File: src/rtl/mix_columns_seq_if.sv
`default_nettype none
// ============================================================================
//  Module   : mix_columns_seq_if
//  Brief    : Valid/ready input and output channels of the sequential
//             AES MixColumns / InvMixColumns engine.
//  Revision : 1.0  initial release
// ============================================================================
interface mix_columns_seq_if;
    logic         in_valid;
    logic         in_ready;
    logic [127:0] in_state;
    logic         in_inverse;
    logic         in_bypass;
    logic         out_valid;
    logic         out_ready;
    logic [127:0] out_state;
    logic         busy;

    // Producer/consumer side: drives states in, takes results out
    modport master (
        output in_valid, in_state, in_inverse, in_bypass, out_ready,
        input  in_ready, out_valid, out_state, busy
    );

    // Engine side
    modport slave (
        input  in_valid, in_state, in_inverse, in_bypass, out_ready,
        output in_ready, out_valid, out_state, busy
    );
endinterface
`default_nettype wire

File: src/rtl/mix_columns_seq.sv
`default_nettype none
// ============================================================================
//  Module   : mix_columns_seq
//  Brief    : Sequential AES MixColumns / InvMixColumns engine. LANES column
//             mixers process LANES columns per cycle, in place, over
//             K = 4/LANES cycles. Per-transaction bypass passes the state
//             through in one cycle (final round).
//  Revision : 1.0  initial release
// ============================================================================
module mix_columns_seq #(
    parameter int LANES = 1
) (
    input  wire logic          clk,
    input  wire logic          reset,
    mix_columns_seq_if.slave   bus
);

    localparam int         K            = 4 / LANES;
    localparam logic [1:0] c_STEP       = 2'(LANES);
    // Counter value at the start of the final BUSY cycle
    localparam logic [1:0] c_LAST       = 2'((K - 1) * LANES);

    localparam logic [1:0] c_STATE_IDLE = 2'd0;
    localparam logic [1:0] c_STATE_BUSY = 2'd1;
    localparam logic [1:0] c_STATE_DONE = 2'd2;

    // Only whole-column splits of the 4-column state are supported
    if (LANES != 1 && LANES != 2 && LANES != 4) begin : g_bad_lanes
        $error("mix_columns_seq: LANES must be 1, 2 or 4");
    end

    // GF(2^8) multiply by x, reduced modulo x^8+x^4+x^3+x+1
    function automatic logic [7:0] xtime(input logic [7:0] a);
        xtime = {a[6:0], 1'b0} ^ (a[7] ? 8'h1b : 8'h00);
    endfunction

    // One column through the forward {02,03,01,01} or inverse
    // {0e,0b,0d,09} circulant matrix; byte 0 is the MSB
    function automatic logic [31:0] mix_col(input logic [31:0] col,
                                            input logic        inv);
        logic [7:0] a  [4];
        logic [7:0] x2 [4];
        logic [7:0] x4 [4];
        logic [7:0] x8 [4];
        logic [7:0] b;
        mix_col = '0;
        for (int i = 0; i < 4; i++) begin
            a[i]  = col[31 - 8*i -: 8];
            x2[i] = xtime(a[i]);
            x4[i] = xtime(x2[i]);
            x8[i] = xtime(x4[i]);
        end
        for (int i = 0; i < 4; i++) begin
            if (inv) begin
                b = (x8[i]         ^ x4[i]         ^ x2[i])              // 0e
                  ^ (x8[(i+1)%4]   ^ x2[(i+1)%4]   ^ a[(i+1)%4])         // 0b
                  ^ (x8[(i+2)%4]   ^ x4[(i+2)%4]   ^ a[(i+2)%4])         // 0d
                  ^ (x8[(i+3)%4]   ^ a[(i+3)%4]);                        // 09
            end else begin
                b = x2[i]                                                // 02
                  ^ (x2[(i+1)%4] ^ a[(i+1)%4])                           // 03
                  ^ a[(i+2)%4]                                           // 01
                  ^ a[(i+3)%4];                                          // 01
            end
            mix_col[31 - 8*i -: 8] = b;
        end
    endfunction

    logic [1:0]        r_state;
    logic [1:0]        w_next_state;
    logic [127:0]      r_work;
    logic [1:0]        r_cnt;
    logic              r_inverse;

    logic              w_in_ready;
    logic              w_out_valid;
    logic              w_busy;
    logic              w_accept;

    logic [3:0][31:0]  w_cols;
    logic [3:0][31:0]  w_mixed;
    logic [1:0]        w_lane_idx [LANES];
    logic [31:0]       w_lane_out [LANES];

    assign w_accept      = bus.in_valid && w_in_ready;
    assign w_cols        = r_work;
    assign bus.in_ready  = w_in_ready;
    assign bus.out_valid = w_out_valid;
    assign bus.busy      = w_busy;
    assign bus.out_state = r_work;

    // One column mixer per lane; lane l works on column r_cnt + l
    for (genvar l = 0; l < LANES; l++) begin : g_lane
        assign w_lane_idx[l] = r_cnt + 2'(l);
        // Column c sits at packed index 3-c, which is ~c for 2-bit c
        assign w_lane_out[l] = mix_col(w_cols[~w_lane_idx[l]], r_inverse);
    end

    // Working state with this cycle's columns replaced by their mixed value
    always_comb begin
        w_mixed = w_cols;
        for (int l = 0; l < LANES; l++) begin
            w_mixed[~w_lane_idx[l]] = w_lane_out[l];
        end
    end

    // FSM state register
    always_ff @(posedge clk) begin
        if (reset) begin
            r_state <= c_STATE_IDLE;
        end else begin
            r_state <= w_next_state;
        end
    end

    // FSM next-state: accept leads to BUSY, or straight to DONE on bypass
    always_comb begin
        w_next_state = r_state;
        case (r_state)
            c_STATE_IDLE: begin
                if (w_accept) begin
                    w_next_state = bus.in_bypass ? c_STATE_DONE : c_STATE_BUSY;
                end
            end
            c_STATE_BUSY: begin
                if (r_cnt == c_LAST) begin
                    w_next_state = c_STATE_DONE;
                end
            end
            c_STATE_DONE: begin
                if (bus.out_ready) begin
                    if (bus.in_valid) begin
                        w_next_state = bus.in_bypass ? c_STATE_DONE : c_STATE_BUSY;
                    end else begin
                        w_next_state = c_STATE_IDLE;
                    end
                end
            end
            default: w_next_state = c_STATE_IDLE;
        endcase
    end

    // FSM outputs; in_ready in DONE follows out_ready for back-to-back accepts
    always_comb begin
        w_in_ready  = 1'b0;
        w_out_valid = 1'b0;
        w_busy      = 1'b0;
        case (r_state)
            c_STATE_IDLE: w_in_ready = 1'b1;
            c_STATE_BUSY: w_busy     = 1'b1;
            c_STATE_DONE: begin
                w_out_valid = 1'b1;
                w_in_ready  = bus.out_ready;
            end
            default: ;
        endcase
    end

    // Datapath: load on accept, mix LANES columns per BUSY cycle in place
    always_ff @(posedge clk) begin
        if (reset) begin
            r_work    <= '0;
            r_cnt     <= '0;
            r_inverse <= 1'b0;
        end else if (w_accept) begin
            r_work    <= bus.in_state;
            r_cnt     <= '0;
            r_inverse <= bus.in_inverse;
        end else if (r_state == c_STATE_BUSY) begin
            r_work    <= w_mixed;
            r_cnt     <= r_cnt + c_STEP;
        end
    end

endmodule
`default_nettype wire

File: src/flat_wrapper.sv
// flat-port wrapper written by rule: the top's interface ports become plain ports
module mix_columns_seq_flat 
#(
    parameter int LANES = 1
)
  (clk, reset, bus_in_valid, bus_in_state, bus_in_inverse, bus_in_bypass, bus_out_ready, bus_in_ready, bus_out_valid, bus_out_state, bus_busy);
  mix_columns_seq_if bus_i ();
  input  wire logic clk;
  input  wire logic reset;
  input wire logic [$bits(bus_i.in_valid)-1:0] bus_in_valid;
  input wire logic [$bits(bus_i.in_state)-1:0] bus_in_state;
  input wire logic [$bits(bus_i.in_inverse)-1:0] bus_in_inverse;
  input wire logic [$bits(bus_i.in_bypass)-1:0] bus_in_bypass;
  input wire logic [$bits(bus_i.out_ready)-1:0] bus_out_ready;
  output wire logic [$bits(bus_i.in_ready)-1:0] bus_in_ready;
  output wire logic [$bits(bus_i.out_valid)-1:0] bus_out_valid;
  output wire logic [$bits(bus_i.out_state)-1:0] bus_out_state;
  output wire logic [$bits(bus_i.busy)-1:0] bus_busy;
  assign bus_i.in_valid = bus_in_valid;
  assign bus_i.in_state = bus_in_state;
  assign bus_i.in_inverse = bus_in_inverse;
  assign bus_i.in_bypass = bus_in_bypass;
  assign bus_i.out_ready = bus_out_ready;
  assign bus_in_ready = bus_i.in_ready;
  assign bus_out_valid = bus_i.out_valid;
  assign bus_out_state = bus_i.out_state;
  assign bus_busy = bus_i.busy;
  mix_columns_seq #(.LANES(LANES)) u_core (.clk(clk), .reset(reset), .bus(bus_i));
endmodule
File: config.mk
export PLATFORM = sky130hd
export DESIGN_NAME = mix_columns_seq_flat
export DESIGN_NICKNAME = d
export VERILOG_FILES = /design/src/rtl/mix_columns_seq_if.sv /design/src/rtl/mix_columns_seq.sv /design/src/flat_wrapper.sv
export SDC_FILE = /design/constraint.sdc
export NUM_CORES = 1
export LEC_CHECK = 0
export CORE_ASPECT_RATIO = 1.25
export CORE_UTILIZATION = 25
export CTS_BUF_LIST = sky130_fd_sc_hd__clkbuf_8
export DETAILED_ROUTE_END_ITERATION = 12
export DONT_BUFFER_PORTS = 1
export PLACE_DENSITY = 0.46
export SLEW_MARGIN = 20
export SYNTH_ARGS = -nofsm -noshare
export SYNTH_HDL_FRONTEND = slang
export SYNTH_SLANG_ARGS = --single-unit
File: constraint.sdc
create_clock -name clk -period 5 [get_ports clk]
set_clock_uncertainty 0.15 [all_clocks]
set_input_delay 0.75 -clock clk [delete_from_list [all_inputs] [get_ports clk]]
set_output_delay 0.75 -clock clk [all_outputs]
set_load 0.01 [all_outputs]
* Yosys cells after proc, flatten, opt, wreduce, memory -nomap -nowiden
Index checks and enable logic that the tools add are counted.
** Cells by class
- Add/sub/neg operators :: 1
- Reductions and logical operators :: 6
- Eq/ne operators :: 6
- Bitwise operators :: 65
- $lt $le $gt $ge :: 2
- Muxes and demuxes :: 32
** Operators by type and width (number)
- XOR 8 bit :: 64
- 2-to-1 mux 128 bit :: 2
- bitwise mux 128 bit :: 1
- binary-select mux 32 bit (select 2 bit) :: 1
- demux 32 bit (select 2 bit) :: 1
- 2-to-1 mux 32 bit :: 2
- 2-to-1 mux 5 bit :: 12
- 2-to-1 mux 8 bit :: 4
- 2-to-1 mux 2 bit :: 5
- one-hot mux 2 bit (3 select lines) :: 1
- == test 2 bit, second input constant :: 2
- != test 2 x 1 -> 1 bit, second input constant :: 2
- < comparator 2 x 3 -> 1 bit, second input constant :: 1
- AND reduction 3 bit :: 1
- adder 2 x 1 -> 2 bit, second input constant :: 1
- == test 2 x 1 -> 1 bit, second input constant :: 1
- >= comparator 2 x 1 -> 1 bit, second input constant :: 1
- logical AND 1 bit :: 2
- logical NOT 2 bit :: 1
- 2-to-1 mux 1 bit :: 2
- != test 2 bit, second input constant :: 1
- inverter 2 bit :: 1
- one-hot mux 1 bit (2 select lines) :: 1
- nonzero test 2 bit :: 1
- OR reduction 2 bit :: 1
** Word-level totals
- Output and inout bits :: 131
- Logic and storage cells :: 116
- Bits in registers :: 133

* Longest topological paths before layout
Gate-level depths: netlist of run 1.
- Depth after elaboration :: 18
- Gate-level depth with buffers :: 12
- Gate-level depth less buffers :: 8

* Least setup slack after synthesis of run 1
OpenSTA, ideal clock, no wires.
- Kind :: reg-to-reg
- Start :: reg u_core.r_cnt[0]
- End :: reg u_core.r_work[11] (netlist: u_core.bus.out_state[11])
- Period minus slack after synthesis :: 3213 ps
- Stages on the path, launching flop included :: 11
- Path slack :: 1787 ps
- Data arrival time :: 2938 ps
- Library setup time :: 125 ps
- Path through :: dfxtp_1 -> buf_6 -> buf_12 -> mux4_2 -> xnor2_1 -> xnor3_1 -> xnor3_1 -> xor2_1 -> mux2_4 -> xnor2_2 -> o2bb2ai_1
** On the way
- Longest elaborated chain between the ends :: 16
- Elaborated cells between the ends (all ways) :: 48
** RTL lines
- start: declaration :: RTL line mix_columns_seq.sv:72 : logic [1:0] r_cnt;
- start signal: assignment :: RTL line mix_columns_seq.sv:171 : r_cnt <= r_cnt + c_STEP;
- inverter 2 bit * :: RTL line mix_columns_seq.sv:96, mix_columns_seq.sv:103
- binary-select mux 32 bit (select 2 bit) :: RTL line mix_columns_seq.sv:96 : assign w_lane_out[l] = mix_col(w_cols[~w_lane_idx[l]], r_inverse);
- 2-to-1 mux 32 bit (not written as such) :: RTL line mix_columns_seq.sv:96
- 2-to-1 mux 5 bit or XOR 8 bit (tied branches) :: RTL line mix_columns_seq.sv:34 : xtime = {a[6:0], 1'b0} ^ (a[7] ? 8'h1b : 8'h00);
- XOR 8 bit :: RTL line mix_columns_seq.sv:34
- XOR 8 bit or 2-to-1 mux 5 bit (tied branches) :: RTL line mix_columns_seq.sv:34
- XOR 8 bit :: RTL line mix_columns_seq.sv:34
- XOR 8 bit, on equally long branches (2 in series) :: RTL line mix_columns_seq.sv:55, mix_columns_seq.sv:56
- XOR 8 bit :: RTL line mix_columns_seq.sv:56 : ^ (x8[(i+1)%4] ^ x2[(i+1)%4] ^ a[(i+1)%4])
- XOR 8 bit :: RTL line mix_columns_seq.sv:57 : ^ (x8[(i+2)%4] ^ x4[(i+2)%4] ^ a[(i+2)%4])
- XOR 8 bit :: RTL line mix_columns_seq.sv:58 : ^ (x8[(i+3)%4] ^ a[(i+3)%4]);
- 2-to-1 mux 8 bit :: RTL line mix_columns_seq.sv:54 : if (inv) begin
- bitwise mux 128 bit * :: RTL line mix_columns_seq.sv:103 : w_mixed[~w_lane_idx[l]] = w_lane_out[l];
- 2-to-1 mux 128 bit * :: RTL line mix_columns_seq.sv:169 : end else if (r_state == c_STATE_BUSY) begin
- 2-to-1 mux 128 bit * :: RTL line mix_columns_seq.sv:165 : end else if (w_accept) begin
- end signal: assignment :: RTL line mix_columns_seq.sv:166 : r_work <= bus.in_state;
- end signal: assignment :: RTL line mix_columns_seq.sv:170 : r_work <= w_mixed;
- end: declaration :: RTL line mix_columns_seq.sv:71 : logic [127:0] r_work;
Mark *: on every way between the ends. The rest lies on a longest branch, timed or not. The select of a mux whose other input is x is not followed.
A chain may end at the register's enable or synchronous reset.

* Worst setup path in the final report of run 1
- Start :: reg u_core.r_cnt[1]
- End :: reg u_core.r_work[19] (netlist: u_core.bus.out_state[19])
Same word-level chain as after synthesis.

==> impl_metrics.env, run 1 <==
export IMPL_grtUsageTotal_pct=19.84
export IMPL_ys_flop_type="dfxtp_1"
export IMPL_outcome="finished clean"
export IMPL_cts_buffers=17
export IMPL_yosysMostFrequentCell="xnor2_1"
export IMPL_drive_above_1_share_pct=14.01
export IMPL_holdPathStages=1
export IMPL_p_switching_w=0.002554
export IMPL_swShare_pct=44.93
export IMPL_setup_worst_path_end_class="flop"
export IMPL_synth_edf_count=0
export IMPL_rsz0062_at_grt="no"
export IMPL_ys_types=47
export IMPL_startpoint_type="flop"
export IMPL_grt_pass1_vias=7461
export IMPL_ctsHoldBuffers=0
export IMPL_critPathRequiredTime_ps=5270
export IMPL_hpwl_um=26050
export IMPL_design_area_um2=9818
export IMPL_fin_crit_sh_pct=78.45
export IMPL_grt_overflow=0
export IMPL_cts_root_buffer="clkbuf_8"
export IMPL_cts_tree="yes"
export IMPL_power_w=0.005684
export IMPL_max_cap_violations=0
export IMPL_arrival_ps=4200
export IMPL_cts_clk_slew_worst_paths_ps=80
export IMPL_crit_fanout=18
export IMPL_slew_headroom_pct=44.73
export IMPL_hp_class="in2reg"
export IMPL_syn_nets=1045
export IMPL_cts_sinks=133
export IMPL_synth_avg_cell_area_um2=9.946
export IMPL_ant_nets=0
export IMPL_antenna_found_initial=0
export IMPL_synth_top_cells_by_count="xnor2_1, dfxtp_1, a22oi_1"
export IMPL_antenna_cells=0
export IMPL_leakage_nw=3.272
export IMPL_synthTopCellsByArea="dfxtp_1, xnor2_1, a22oi_1"
export IMPL_setup_tns_ps=0
export IMPL_synth_warnings=0
export IMPL_core_um2=35450
export IMPL_routed_wl_um=36090
export IMPL_max_clock_freq_ghz=0.2549
export IMPL_vias_per_cell=5.391
export IMPL_dpl_instance_area_um2=9365
export IMPL_dieArea_um2=36850
export IMPL_syn_to_final_growth_pct=8.835
export IMPL_wl_per_cell_um=26.83
export IMPL_initial_core_util_pct=25.44
export IMPL_syn_inst=907
export IMPL_vias=7251
export IMPL_postCtsSetupBuffers=0
export IMPL_netlist_area_um2=9021
export IMPL_async_reset_ff_share_pct=0
export IMPL_seq_power_share_pct=23.4
export IMPL_drt_initial_drc_count=653
export IMPL_clockBufferDepth=2
export IMPL_pre_cts_slack_ps=1068
export IMPL_cts_max_level=4
export IMPL_ys_seq_area_share_pct=29.51
export IMPL_power_density_nw_per_um2=579.0
export IMPL_maxSlewViolCount=0
export IMPL_finalHoldViolCount=0
export IMPL_grt_max_degree=142
export IMPL_firstDrtPassIters=5
export IMPL_grt_pass1_wl_um=52840
export IMPL_netlist_area_leader_share_pct=29.51
export IMPL_globalplace_congestion=0.8303
export IMPL_setup_viol=0
export IMPL_ys_seq_elements=133
export IMPL_clk_latency_ps=500
export IMPL_path_class="reg2reg"
export IMPL_clock_power_share_pct=17.0
export IMPL_ctsResizeCount=0
export IMPL_min_period_ps=3923
export IMPL_fp_row_count=77
export IMPL_worst_pin_slew_ps=829.1
export IMPL_setup_ws_ps=1077
export IMPL_die_h_um=214.4
export IMPL_final_util_pct=27.69
export IMPL_cellInternalPower_w=0.003130
export IMPL_fin_nets=997
export IMPL_yosys_area_top_type="dfxtp_1"
export IMPL_worstRegToRegCells=9
export IMPL_io_buffers=0
export IMPL_combPwrFrac_pct=59.7
export IMPL_ios=265
export IMPL_die_w_um=171.9
export IMPL_n_fill_cell=3827
export IMPL_drc_errors=0
export IMPL_peakVddDrop_mv=0.2210
[metrics by stage]
stage	hold slack [ps]	std cells
2_1_floorplan	384.8	907
3_3_place_gp	445.2	1311
3_5_place_dp	415.7	1312
4_1_cts	147.1	1343
5_1_grt	170.0	1345
6_report	207.1	1345
[sequential cells by signal, indices dropped and copies added, names as in the netlist]
signal                cells
u_core.bus.out_state    128
u_core.r_cnt              2
u_core.r_inverse          1
u_core.r_state            2
[cells in the final DEF, fill, tap and decap left out, types with 3 or more instances in the layout]
cell,netlist,layout
nand2b_1,7,7
a21oi_1,83,83
a22oi_1,128,128
nand2_1,81,81
dfxtp_1,133,131
xnor3_2,3,3
nor2_4,0,5
xnor2_2,21,21
mux4_2,31,31
clkbuf_8,0,17
nand3_1,4,4
xor3_1,3,3
xor2_2,4,4
and2_1,0,4
ha_1,4,4
a31oi_1,4,4
clkinvlp_4,0,3
o22ai_1,40,40
buf_4,8,14
xor2_1,49,49
nor2b_1,7,7
inv_1,2,5
xnor3_1,18,18
mux2i_1,7,7
buf_16,0,3
o2bb2ai_1,12,12
bufinv_16,0,3
xnor2_1,137,137
nor2_1,20,15
[worst max-delay path: stages, from the launching register on]
cell	delay [ps]
dfxtp_2	720
buf_4	360
mux4_1	540
xnor3_2	520
xnor3_2	470
xor2_2	260
xnor2_1	130
xnor2_1	390
nand3_1	130
a31oi_1	160
[per-layer routing]
metal / GRT usage (%) / part of all wire, % / wire [um] / vias up
met5: 0 / 0 / 0 / -
met4: 8.201 / 3.0 / 1080 / 0
met3: 4.097 / 6.1 / 2216 / 64
met2: 34.34 / 52 / 18870 / 337
met1: 23.45 / 39 / 13920 / 3665
li1: - / - / - / 3185
[worst paths after layout]
path	startpoint	slack [ps]	end
worst max-delay path	u_core.r_cnt[1]	1080	u_core.bus.out_state[19]
worst min-delay path	reset	210	u_core.bus.out_state[86]
worst max register to register	u_core.r_cnt[1]	1080	u_core.bus.out_state[19]
worst min register to register	u_core.r_state[1]	450	u_core.r_state[1]
[final cells by class]
cell class                      count  area [um^2]  share of cell area, %
Multi-Input combinational cell    686         5943                  60.53
Clock buffer                       17        234.0                  2.383
Clock inverter                     14        163.9                  1.669
Tap cell                          474        593.1                  6.041
Sequential cell                   133         2665                  27.14
Inverter                            3        11.26                 0.1147
Timing Repair Buffer               18        207.7                  2.115
[power groups by stage]
stage / clock network, W / logic (W) / registers (W)
detailed placement: 0 / 0.00336 / 0.00135
global placement: 0 / 0.00336 / 0.00135
finish: 0.000964 / 0.00339 / 0.00133
global route: 0.00103 / 0.00359 / 0.00134
floorplan: 0 / 0.00262 / 0.00129
CTS: 0.000984 / 0.00338 / 0.00133
[kinds of logic after synthesis]
kind of cell             after synthesis  synth area share, %
AO/OA/AOI/OAI                        274                20.19
XOR/XNOR                             238                29.56
flip-flops                           133                29.51
AND/OR/NAND/NOR                      129                6.061
buffers and inverters                 88                5.021
multiplexers                          41                9.099
adder cells (fa/ha/maj)                4               0.5548
No activity file was read; power rests on OpenSTA's default activity.
==> run 2: changes to the inputs <==
--- a/config.mk
+++ b/config.mk
@@ -10,7 +10,7 @@
 export CTS_BUF_LIST = sky130_fd_sc_hd__clkbuf_8
 export DETAILED_ROUTE_END_ITERATION = 12
 export DONT_BUFFER_PORTS = 1
-export PLACE_DENSITY = 0.46
+export PLACE_DENSITY = 0.48
 export SLEW_MARGIN = 20
 export SYNTH_ARGS = -nofsm -noshare
 export SYNTH_HDL_FRONTEND = slang
==> constraint.sdc (replaced) <==
create_clock -name clk -period 3.3 [get_ports clk]
set_clock_uncertainty 0.15 [all_clocks]
set_input_delay 0.495 -clock clk [delete_from_list [all_inputs] [get_ports clk]]
set_output_delay 0.495 -clock clk [all_outputs]
set_load 0.01 [all_outputs]
==> run 2 against run 1 <==
Net effect:
- first-iteration DRC count grew 1.2%
- largest power group unchanged
- sequential cell count is the same
- the flow now finishes with violations (setup timing)
- core utilization grew 4.1 points
- worst setup slack lost 1100 ps
- clock power grew 59%
- routed wire length grew 4.9%
- sequential share of layout area shrank 3.5 points
==> impl_metrics.env, run 2 (synthesis gave the netlist of run 1 again) <==
export IMPL_firstDrtPassIters=6
export IMPL_min_period_ps=3316
export IMPL_critPathRequiredTime_ps=3520
export IMPL_grt_max_degree=142
export IMPL_r2r_slack_ps=-20
export IMPL_drive_above_1_share_pct=28.46
export IMPL_cts_clk_slew_worst_paths_ps=90
export IMPL_crit_chain="buf_12, mux4_2, xnor2_2, xnor3_1, xnor3_2, or2_4, a31oi_4, xnor2_4, o2bb2ai_1"
export IMPL_violations="setup timing"
export IMPL_setup_ws_ps=-15.93
export IMPL_cts_buffers=17
export IMPL_power_density_nw_per_um2=894.8
export IMPL_wl_per_cell_um=25.58
export IMPL_grtUsageTotal_pct=20.44
export IMPL_setup_worst_path_end_class="flop"
export IMPL_slew_headroom_pct=22.41
export IMPL_routed_wl_um=37850
export IMPL_ant_nets=0
export IMPL_crit_fanout=13
export IMPL_cp_endpoint="u_core.bus.out_state[59]"
export IMPL_leakage_nw=4.122
export IMPL_die_h_um=214.4
export IMPL_startpoint_type="flop"
export IMPL_drc_errors=0
export IMPL_io_buffers=0
export IMPL_cp_slowest_cell="mux4_2"
export IMPL_initial_core_util_pct=25.44
export IMPL_outcome="finished with violations"
export IMPL_clockBufferDepth=2
export IMPL_layout_common_cells="buf_4, dfxtp_1, a22oi_1"
export IMPL_fp_row_count=77
export IMPL_cts_max_level=4
export IMPL_setup_viol=3
export IMPL_layout_commonest_cell="buf_4"
export IMPL_combPwrFrac_pct=64.9
export IMPL_largest_reg_flops=128
export IMPL_maxSlewViolCount=0
export IMPL_arrival_ps=3540
export IMPL_swShare_pct=42.59
export IMPL_p_switching_w=0.004293
export IMPL_hpwl_um=28110
export IMPL_dieArea_um2=36850
export IMPL_vias=7669
export IMPL_r2r_end="u_core.bus.out_state[59]"
export IMPL_max_cap_violations=0
export IMPL_drt_initial_drc_count=661
export IMPL_max_clock_freq_ghz=0.3016
export IMPL_syn_to_final_growth_pct=24.85
export IMPL_grt_overflow=0
export IMPL_seq_power_share_pct=19.9
export IMPL_clk_latency_ps=500
export IMPL_grt_pass1_wl_um=54140
export IMPL_grt_pass1_vias=7894
export IMPL_worstRegToRegCells=9
export IMPL_cts_root_buffer="clkbuf_8"
export IMPL_die_w_um=171.9
export IMPL_clock_power_share_pct=15.2
export IMPL_antenna_found_initial=1
export IMPL_worstReg2RegStart="u_core.r_cnt[0]"
export IMPL_setup_tns_ps=-22.75
export IMPL_critical_path_max_stage_delay_ps=570
export IMPL_vias_per_cell=5.182
export IMPL_crit_start="u_core.r_cnt[0]"
export IMPL_fin_crit_sh_pct=100.5
export IMPL_worst_pin_slew_ps=1161
export IMPL_path_class="reg2reg"
export IMPL_rsz0062_at_grt="yes"
export IMPL_cellInternalPower_w=0.005785
export IMPL_ios=265
export IMPL_hp_class="in2reg"
export IMPL_power_w=0.01008
export IMPL_fin_nets=1130
export IMPL_core_um2=35450
export IMPL_cts_tree="yes"
export IMPL_globalplace_congestion=0.8849
export IMPL_n_fill_cell=3761
export IMPL_peakVddDrop_mv=0.3881
export IMPL_cts_sinks=133
export IMPL_pre_cts_slack_ps=-192.6
export IMPL_finalHoldViolCount=0
run 2: repair_timing:
item,CTS,global route
pin swaps,5,12
setup endpoints to repair,32,81
endpoints found under the hold margin,133,127
hold buffers,5,2
gates resized for setup,11,39
setup buffers,4,16
run 2: final cells by class:
cell class	instances	area, um^2	area share [%]
inverter	3	11.26	0.09998
multi-input combinational	686	6291	55.85
clock inverter	14	177.7	1.577
sequential	133	2668	23.68
clock buffer	18	247.7	2.200
timing repair buffer	151	1272	11.30
tap	474	593.1	5.265
antenna	1	2.502	0.02222
run 2: per-layer routing:
layer	global-route usage, %	up-vias	part of all wire (%)
li1	-	3444	-
met1	23.04	3844	38
met2	35.48	306	52
met3	5.556	75	6.3
met4	8.997	0	4.0
met5	0	-	0
run 2: worst max-delay path: cells and delay by family, from the launching register on:
family | cells | cell delay [ps]
buffers and inverters | 1 | 160
muxes | 1 | 570
and+or+nand+nor | 1 | 260
DFF | 1 | 350
AOI/OAI and AO/OA | 2 | 390
xor gates and xnor gates | 4 | 1290
run 2: worst min path at each step:
stage	from	endpoint	slack (ps)	cells past startpoint
after floorplan	u_core.r_state[1]	u_core.r_state[1]	380	2
after global placement	u_core.r_state[1]	u_core.r_state[1]	450	2
after detailed placement	u_core.r_state[1]	u_core.r_state[1]	410	2
after CTS	reset	u_core.bus.out_state[115]	-110	1
after global routing	bus_in_state[24]	u_core.bus.out_state[24]	20	2
final	bus_in_state[47]	u_core.bus.out_state[47]	50	2
run 2: power by group through the flow:
stage	registers, W	logic [W]	clock network [W]
final	0.00201	0.00654	0.00153
after global routing	0.00202	0.00690	0.00161
after CTS	0.00200	0.00605	0.00155
after detailed placement	0.00204	0.00582	0
after global placement	0.00205	0.00582	0
after floorplan	0.00195	0.00397	0
run 2: metrics by stage:
step / cell area, um^2 / cells / util (%) / hold WS (ps)
finish: 11260 / 1480 / 31.77 / 47.07
global route: 11260 / 1480 / 31.77 / 17.74
CTS: 10830 / 1461 / 30.54 / -112.0
detailed placement: 10220 / 1420 / 28.82 / 414.4
global placement: 10200 / 1419 / 28.77 / 445.5
floorplan: 9021 / 907 / - / 384.8
==> run 3: changes to the inputs <==
--- a/config.mk
+++ b/config.mk
@@ -5,7 +5,9 @@
 export SDC_FILE = /design/constraint.sdc
 export NUM_CORES = 1
 export LEC_CHECK = 0
+export CAP_MARGIN = 0
 export CORE_ASPECT_RATIO = 1.25
+export CORE_MARGIN = 10
 export CORE_UTILIZATION = 25
 export CTS_BUF_LIST = sky130_fd_sc_hd__clkbuf_8
 export DETAILED_ROUTE_END_ITERATION = 12
==> run 3 against run 2 <==
Net effect:
- the flow finishes with violations (hold timing, setup timing)
- critical path type unchanged
- clock power down 9%
- critical endpoint is now u_core.bus.out_state[4]
- sequential share of layout area down 0.63 points
- cell count up 1.3%
- fmax down 1.4%
==> impl_metrics.env, run 3 (synthesis gave the netlist of run 1 again) <==
export IMPL_worst_hold_slack_ps=-67.10
export IMPL_setup_worst_path_end_class="flop"
export IMPL_startpoint_type="flop"
export IMPL_grt_pass1_vias=8138
export IMPL_power_density_nw_per_um2=871.4
export IMPL_initial_core_util_pct=25.38
export IMPL_vias_per_cell=5.204
export IMPL_worstReg2RegStart="u_core.r_cnt[0]"
export IMPL_maxSlewViolCount=0
export IMPL_hpwl_um=30230
export IMPL_core_um2=35550
export IMPL_outcome="finished with violations"
export IMPL_r2r_end="u_core.bus.out_state[4]"
export IMPL_die_w_um=189.9
export IMPL_clk_latency_ps=520
export IMPL_fin_crit_sh_pct=101.9
export IMPL_cts_root_buffer="clkbuf_8"
export IMPL_die_h_um=232.4
export IMPL_min_period_ps=3364
export IMPL_syn_to_final_growth_pct=28.36
export IMPL_max_cap_violations=0
export IMPL_p_switching_w=0.004319
export IMPL_clockBufferDepth=2
export IMPL_largest_reg_flops=128
export IMPL_holdCritStartpoint="reset"
export IMPL_holdPathStages=1
export IMPL_wl_per_cell_um=26.71
export IMPL_hp_class="in2reg"
export IMPL_finalHoldViolCount=32
export IMPL_globalplace_congestion=0.9241
export IMPL_combPwrFrac_pct=66.4
export IMPL_peakVddDrop_mv=0.3936
export IMPL_rsz0062_at_grt="yes"
export IMPL_critPathRequiredTime_ps=3530
export IMPL_max_clock_freq_ghz=0.2973
export IMPL_crit_start="u_core.r_cnt[0]"
export IMPL_cellInternalPower_w=0.005772
export IMPL_grt_max_degree=142
export IMPL_layout_commonest_cell="buf_4"
export IMPL_leakage_nw=4.242
export IMPL_worstRegToRegCells=11
export IMPL_worst_pin_slew_ps=1122
export IMPL_grt_pass1_wl_um=56500
export IMPL_crit_fanout=6
export IMPL_antenna_found_initial=2
export IMPL_hold_end="u_core.bus.out_state[36]"
export IMPL_grtUsageTotal_pct=17.46
export IMPL_fp_row_count=77
export IMPL_cts_tree="yes"
export IMPL_violations="hold timing, setup timing"
export IMPL_clock_power_share_pct=13.8
export IMPL_path_class="reg2reg"
export IMPL_drc_errors=0
export IMPL_routed_wl_um=40040
export IMPL_dieArea_um2=44130
export IMPL_io_buffers=0
export IMPL_cts_sinks=133
export IMPL_swShare_pct=42.80
export IMPL_setup_ws_ps=-63.62
export IMPL_fin_nets=1148
export IMPL_layout_common_cells="buf_4, dfxtp_1, a22oi_1"
export IMPL_cts_buffers=17
export IMPL_seq_power_share_pct=19.8
export IMPL_dpl_instance_area_um2=10320
export IMPL_slew_headroom_pct=25.04
export IMPL_grt_overflow=0
export IMPL_setup_viol=7
export IMPL_firstDrtPassIters=5
export IMPL_drt_initial_drc_count=595
export IMPL_r2r_slack_ps=-60
export IMPL_design_area_um2=11580
export IMPL_ios=265
export IMPL_vias=7801
export IMPL_arrival_ps=3590
export IMPL_drive_above_1_share_pct=31.77
export IMPL_ctsHoldBuffers=5
export IMPL_ant_nets=0
export IMPL_cts_max_level=4
export IMPL_cts_clk_slew_worst_paths_ps=80
run 3: power groups by stage:
stage | logic, W | registers, W | clock network, W
after global placement | 0.00587 | 0.00204 | 0
final | 0.00670 | 0.00200 | 0.00139
after CTS | 0.00624 | 0.00201 | 0.00141
after detailed placement | 0.00587 | 0.00204 | 0
after global routing | 0.00706 | 0.00202 | 0.00147
after floorplan | 0.00397 | 0.00195 | 0
run 3: stage by stage:
step | utilization [%] | setup TNS, ps | total power (W) | setup slack [ps] | std cells
final | 32.57 | -224.6 | 0.01009 | -63.62 | 1499
after global routing | 32.57 | -812.8 | 0.01054 | -86.02 | 1498
after CTS | 31.22 | -330.3 | 0.009656 | -63.50 | 1478
after detailed placement | 29.03 | -3705 | 0.007915 | -184.3 | 1430
after global placement | 29.03 | -3151 | 0.007911 | -166.3 | 1430
after floorplan | - | 0 | 0.005924 | 86.52 | 907
run 3: layer usage:
layer	global-route usage, %	up-vias	part of all wire [%]
li1	-	3484	-
met1	18.21	3930	35
met2	31.43	305	54
met3	4.939	82	7.0
met4	8.644	0	4.3
met5	0	-	0
run 3: cell type report:
type                       count  area, um^2
fill                        3608       23970
multi-input combinational    686        6399
sequential                   133        2670
timing repair buffer         169        1514
tap                          474       593.1
clock buffer                  19       261.5
clock inverter                13       126.4
inverter                       3       11.26
antenna                        2       5.005
run 3: worst max-delay path, stage by stage (launching register included):
cell and delay [ps]:
dfxtp_4 440, buf_12 150, buf_12 100, mux4_2 630, xor2_4 210, buf_4 170, xnor3_2 460, xor2_2 220
xnor2_2 150, mux2i_2 250, buf_4 210, o22ai_1 80
run 3: repair_timing:
action	CTS	global route
resized for setup	29	52
pin swaps	13	22
hold endpoints to repair	133	127
endpoints found under the setup margin	67	97
setup buffers	10	20
cloned	1	0
run 3: how the worst max path moves through the flow:
stage	end	slack, ps	depth (start not counted)
final	u_core.bus.out_state[4]	-60	11
after global routing	u_core.bus.out_state[43]	-90	9
after CTS	u_core.bus.out_state[68]	-60	12
after detailed placement	u_core.bus.out_state[100]	-180	13
after global placement	u_core.bus.out_state[68]	-170	13
after floorplan	u_core.bus.out_state[11]	90	10
